==> src/rtl/pc_sequencer.sv <==
// pc_sequencer: owns the fetch program counter. Each cycle it picks the next
// PC from sequential increment, stall hold, EX redirect or halt/resume, and
// drives the fetch address plus the IF/ID valid and pipeline flush strobes.
// Every output decodes from registers only.
module pc_sequencer #(
    parameter int PC_W      = 6,
    parameter int INC       = 4,
    parameter int FLUSH_CYC = 2,   // legal range 1..7
    parameter int RST_PC    = 0
) (
    input  logic            clk,
    input  logic            rst,
    input  logic            stall_req,
    input  logic            redir_valid,
    input  logic [PC_W-1:0] redir_target,
    input  logic            halt_req,
    input  logic            resume,
    output logic [PC_W-1:0] pc_out,
    output logic            fetch_valid,
    output logic            flush,
    output logic [1:0]      state_out
);

    typedef enum logic [1:0] {
        RUN   = 2'd0,
        STALL = 2'd1,
        FLUSH = 2'd2,
        HALT  = 2'd3
    } state_t;

    localparam logic [PC_W-1:0] INC_V    = PC_W'(INC);
    localparam logic [PC_W-1:0] RST_PC_V = PC_W'(RST_PC);
    // Loaded on a redirect so that flush stays high for FLUSH_CYC cycles.
    localparam logic [2:0]      CNT_INIT = 3'(FLUSH_CYC - 1);

    state_t          state_q, state_d;
    logic [PC_W-1:0] pc_q, pc_d;
    logic [2:0]      cnt_q, cnt_d;

    // State, PC and flush counter registers; reset acts without a clock edge.
    // NOTE: sequential state uses non-blocking (<=) so every register samples
    // pre-edge values; blocking here would create order-dependent races.
    always_ff @(posedge clk or posedge rst) begin
        if (rst) begin
            state_q <= RUN;
            pc_q    <= RST_PC_V;
            cnt_q   <= 3'd0;
        end else begin
            state_q <= state_d;
            pc_q    <= pc_d;
            cnt_q   <= cnt_d;
        end
    end

    // Next-state and next-PC selection; PC arithmetic wraps modulo 2^PC_W.
    // NOTE: defaults are assigned first so no path leaves a variable
    // unassigned, which would otherwise infer a latch.
    always_comb begin
        state_d = state_q;
        pc_d    = pc_q;
        cnt_d   = cnt_q;
        unique case (state_q)
            RUN, STALL: begin
                if (redir_valid) begin
                    state_d = FLUSH;
                    pc_d    = redir_target;
                    cnt_d   = CNT_INIT;
                end else if (halt_req) begin
                    state_d = HALT;
                end else if (stall_req) begin
                    state_d = STALL;
                end else if (state_q == RUN) begin
                    pc_d = pc_q + INC_V;
                end else begin
                    // Leaving STALL re-fetches the held address.
                    state_d = RUN;
                end
            end
            FLUSH: begin
                // halt_req and stall_req are deliberately ignored here.
                if (redir_valid) begin
                    pc_d  = redir_target;
                    cnt_d = CNT_INIT;
                end else if (cnt_q == 3'd0) begin
                    state_d = RUN;
                end else begin
                    cnt_d = cnt_q - 3'd1;
                end
            end
            HALT: begin
                // Resume continues with the instruction after the halting one.
                if (resume) begin
                    state_d = RUN;
                    pc_d    = pc_q + INC_V;
                end
            end
            default: state_d = RUN;
        endcase
    end

    assign pc_out      = pc_q;
    assign fetch_valid = (state_q == RUN);
    assign flush       = (state_q == FLUSH);
    assign state_out   = state_q;

endmodule

==> config.mk <==
export PLATFORM = sky130hd
export DESIGN_NAME = pc_sequencer
export DESIGN_NICKNAME = d
export VERILOG_FILES = /design/src/rtl/pc_sequencer.sv
export SDC_FILE = /design/constraint.sdc
export NUM_CORES = 1
export LEC_CHECK = 0
export ABC_AREA = 1
export BUFFER_PORTS_ARGS = -buffer_cell sky130_fd_sc_hd__buf_4
export CORE_MARGIN = 2
export CORE_UTILIZATION = 48
export DETAILED_ROUTE_END_ITERATION = 12
export PLACE_DENSITY = 0.76
export SLEW_MARGIN = 20
export SYNTH_ARGS = -nofsm -noshare
export SYNTH_HDL_FRONTEND = slang
export SYNTH_SLANG_ARGS = --single-unit
==> constraint.sdc <==
create_clock -name clk -period 1.3 [get_ports clk]
set_input_delay 0.195 -clock clk [delete_from_list [all_inputs] [get_ports clk]]
set_output_delay 0.195 -clock clk [all_outputs]
set_load 0.02 [all_outputs]
**After elaboration in Yosys (flattened, before gate mapping)**

Cells that the tools add are included.

- Bits in registers: 11
- Input bits: 12
- Output and inout port bits: 10
- Logic and storage cells: 44

- $add $sub $neg: 2
- Eq/ne operators: 13
- Muxes and demuxes: 19
- Reduce and logical (&&, ||, !) cells: 7

Operators by type and width:

| operator | number |
|---|---|
| $mux W6 | 6 |
| $pmux W6 S3 | 1 |
| $mux W2 | 7 |
| $ne A3 B3 Y1 const B | 4 |
| $mux W3 | 3 |
| $ne A2 B2 Y1 const B | 4 |
| $add A6 B3 Y6 const B | 1 |
| $pmux W2 S3 | 1 |
| $pmux W3 S2 | 1 |
| $ne A5 B5 Y1 const B | 1 |
| $reduce_and A5 Y1 | 1 |
| $eq A2 B2 Y1 const B | 2 |
| $reduce_and A4 Y1 | 1 |
| $logic_not A3 Y1 | 1 |
| $reduce_and A3 Y1 | 1 |
| $sub A3 B1 Y3 const B | 1 |
| $eq A2 B1 Y1 const B | 1 |
| $logic_not A2 Y1 | 1 |
| $ne A2 B1 Y1 const B | 1 |
| $reduce_bool A2 Y1 | 1 |
| $reduce_or A2 Y1 | 1 |

**Depth between registers and ports, before layout**

- Word-level depth: 6
- Gate-level depth with buffers: 7
- Mapped depth without buffers: 7

**Worst setup path after synthesis**

OpenSTA, ideal clock, no wires.

- Path type: reg-to-reg
- Start: register state_q[1] (netlist: state_out[1])
- End: register pc_q[5] (netlist: pc_out[5])
- Setup time: 0.117 ns
- Data arrival time: 1.165 ns
- Data required time: 1.183 ns
- Path slack: 0.017 ns
- Cell stages (with the launch flop): 7
- Path buffers: 0
- Clock period less this slack: 1.283 ns
- Path through: dfrtp_1 > nor2_2 > nor2_4 > inv_2 > nand3_2 > nand2_1 > nand2_1

- Word-level cells in the longest chain between the ends: 4
- Elaborated cells between the ends (all ways): 12
- Classes of those cells: eq/ne (8); mux (1); reduce/logical (3)

RTL lines:

| item | line | text |
|---|---|---|
| start: declaration | 36 | `state_t state_q, state_d;` |
| start signal: assignment | 49 | `state_q <= state_d;` |
| $logic_not A2 Y1 * | n/a |  |
| named net fetch_valid | 19 | `output logic fetch_valid,` |
| $reduce_or A2 Y1 | 62 | `unique case (state_q)` |
| $ne A3 B3 Y1 (no line) | n/a |  |
| $reduce_and A5 Y1 (no line) | n/a |  |
| end signal: assignment | 50 | `pc_q <= pc_d;` |
| end: declaration | 37 | `logic [PC_W-1:0] pc_q, pc_d;` |

The timed path passes the listed nets; every way through them passes the cells marked *.
A chain may end at the register's enable or synchronous reset.

**Final worst setup path**

- Start: register state_q[1] (netlist: state_out[1])
- End: output port fetch_valid

- Word-level cells in the longest chain between the ends: 1

RTL lines:

| item | line | text |
|---|---|---|
| $logic_not A2 Y1 | 102 | `assign fetch_valid = (state_q == RUN);` |
| end: declaration | 19 |  |

Every way passes these cells.

==> impl_metrics.env <==
export IMPL_outcome="complete, no violations"
export IMPL_clk_latency_ps=260
export IMPL_p_leak_nw=0.499
export IMPL_dp_slack_ps=70.5
export IMPL_clk_pin_slew_ps=70
export IMPL_coreArea_um2=1300
export IMPL_end_kind="output pin"
export IMPL_setup_violations=0
export IMPL_synth_seq_area_share=0.411
export IMPL_synth_ff_type="dfrtp_1"
export IMPL_first_pass_iters=4
export IMPL_hold_end="pc_out[1]$_DFFE_PP0P_"
export IMPL_synth_top_area_frac=0.411
export IMPL_yosysMostFrequentCell="nand2_1"
export IMPL_hp_class="in -> reg"
export IMPL_rsz0062_at_grt="yes"
export IMPL_place_area_um2=853
export IMPL_syn_inst=88
export IMPL_antenna_found_initial=0
export IMPL_post_synth_cell_area_avg_um2=7.61
export IMPL_grt_max_degree=12
export IMPL_clock_sinks=11
export IMPL_ctsHtreeMaxLevel=1
export IMPL_crit_fanout=6
export IMPL_hold_depth=3
export IMPL_netlist_area_um2=669
export IMPL_grt_util_all_layers=0.206
export IMPL_die_area_um2=1710
export IMPL_via_count=620
export IMPL_required_ps=1110
export IMPL_ys_top_cells_by_area="dfrtp_1 (41%), nand2_1 (17%), inv_1 (6.7%)"
export IMPL_globalplace_congestion=0.668
export IMPL_clock_root_buffer="clkbuf_4"
export IMPL_drv_slew=0
export IMPL_hp_start="redir_target[1]"
export IMPL_irDropWorstVdd_v=0.00155
export IMPL_path_cells="nor2_2, buf_4"
export IMPL_grt_pass1_vias=549
export IMPL_ios=22
export IMPL_place_hpwl_um=1110
export IMPL_row_count=13
export IMPL_timing_rr_start="cnt_q[0]$_DFFE_PP0P_"
export IMPL_yosysWarningCount=0
export IMPL_clock_skew_ps=5.39
export IMPL_clockBufferDepth=2
export IMPL_layout_nets=131
export IMPL_path_class="reg -> out"
export IMPL_synth_edf_count=0
export IMPL_fin_crit_sh=0.985
export IMPL_ys_ff_latch=11
export IMPL_power_density_nw_per_um2=2380
export IMPL_synthArstFlopShare=1.00
export IMPL_yosysUniqueCellTypes=17
export IMPL_fin_ws_ps=19.5
export IMPL_synthesis_nets=103
export IMPL_maxCapViolations=0
export IMPL_postLayoutCellArea_um2=901
export IMPL_max_slew_margin=0.729
export IMPL_cts_tree="built"
export IMPL_portBuffers=21
export IMPL_worstRegToRegCells=6
export IMPL_cts_made_buffers=3
export IMPL_cp_start_kind="flip-flop"
export IMPL_start_util=0.514
export IMPL_totalPowerFinal_mw=2.15
export IMPL_arrival_ps=1090
export IMPL_drc=0
export IMPL_fmax_mhz=781
export IMPL_drt_iter0_drc=2
export IMPL_worst_slew_pin_slew_ps=407
export IMPL_vias_per_cell=4.77
export IMPL_die_w_um=41.3
export IMPL_syn2layout_area_growth_pct=34.6
export IMPL_yosys_top_cells_count="nand2_1 (30), inv_1 (12), dfrtp_1 (11), o21ai_0 (7)"
export IMPL_r2r_end="cnt_q[1]$_DFFE_PP0P_"
export IMPL_finalCriticalPeriod_ps=1280
export IMPL_ant_nets=0
export IMPL_routedWlPerCell_um=10.5
export IMPL_grt_pass1_wl_um=2240
export IMPL_drive_gt1_frac=0.348
export IMPL_synth_top_area_cell="dfrtp_1"
export IMPL_grt_overflow=0
export IMPL_slowest_stage="dfrtp_2"
export IMPL_r2r_setup_slack_ps=50
export IMPL_antenna_cells=0
export IMPL_die_h_um=41.3
export IMPL_critPathMaxStageDelay_ps=450
export IMPL_finalHoldViolCount=0
export IMPL_drt_total_wl_um=1370
## routing by layer
metal | track usage | vias to the layer above | share of wire
met3 | 0.0160 | 4 | 0.045
met1 | 0.240 | 268 | 0.45
met4 | 0.121 | 0 | 0.018
met5 | 0 | - | 0
li1 | - | 333 | -
met2 | 0.367 | 15 | 0.49
## repair_timing
item | 4_1_cts | 5_1_grt
gates resized for setup | 1 | 3
hold buffers | 1 | 0
endpoints found under the hold margin | 11 | 0
buffers inserted | 0 | 0
setup endpoints to repair | 2 | 6
## where the power goes
| part | internal [mW] | leakage, nW | switching [mW] |
|---|---|---|---|
| Clock | 0.119 | 0.0150 | 0.106 |
| Combinational | 0.523 | 0.350 | 0.755 |
| Sequential | 0.501 | 0.134 | 0.144 |
| Total | 1.14 | 0.499 | 1.00 |
## kinds of logic (layout without fill, tap and decap cells)
logic type | Yosys count | in the layout | synth area share
xor gates and xnor gates | 1 | 1 | 0.0131
DFF | 11 | 11 | 0.411
and+or+nand+nor | 49 | 49 | 0.351
AOI/OAI and AO/OA | 10 | 10 | 0.0897
adders and majority gates | 3 | 3 | 0.0561
buffers and inverters | 14 | 41 | 0.0785
## cells in the final DEF (no fill, tap or decap), drive strengths merged
cell	count
nand2	33
buf	22
inv	14
dfrtp	11
nor2	9
o21ai	8
nand3	5
clkbuf	4
ha	3
nand4	2
a21oi	1
o21a	1
xor2	1
dlygate4sd3	1
## worst max-delay path: cells and delay by family, from the launching register on
kind	cells	cell delay, ps
simple gates	1	190
buf+inv	1	170
flops	1	450
## metrics by stage
| step | setup TNS (ps) | std cells | utilization | hold WS (ps) |
|---|---|---|---|---|
| 2_1_floorplan | 0 | 88 | - | 47.4 |
| 3_3_place_gp | 0 | 125 | 0.656 | 211 |
| 3_5_place_dp | 0 | 125 | 0.656 | 219 |
| 4_1_cts | 0 | 130 | 0.685 | 124 |
| 5_1_grt | -118 | 130 | 0.692 | 154 |
| 6_report | 0 | 130 | 0.692 | 126 |
## worst max-delay path by stage
stage                                  start                    end  slack (ps)  depth (start not counted)
finish              state_out[1]$_DFFE_PP0P_            fetch_valid          20                          2
detailed placement      cnt_q[0]$_DFFE_PP0P_   cnt_q[1]$_DFFE_PP0P_          70                          5
CTS                 state_out[1]$_DFFE_PP0P_            fetch_valid          10                          2
floorplan           state_out[1]$_DFFE_PP0P_  pc_out[5]$_DFFE_PP0P_          20                          6
global route            cnt_q[0]$_DFFE_PP0P_   cnt_q[1]$_DFFE_PP0P_         -50                          6
global placement        cnt_q[0]$_DFFE_PP0P_   cnt_q[2]$_DFFE_PP0P_         110                          5
## layout make-up
class / count / area (um^2)
clock buffer: 4 / 26.3
fill: 119 / 400
inverter: 14 / 52.6
multi-input combinational: 63 / 352
sequential: 11 / 277
tap: 15 / 18.8
timing repair buffer: 23 / 175
## registers in the layout, indices dropped and copies added (netlist names)
| name | count |
|---|---|
| cnt_q | 3 |
| pc_out | 6 |
| state_out | 2 |
(Power assumes the default switching activity.)
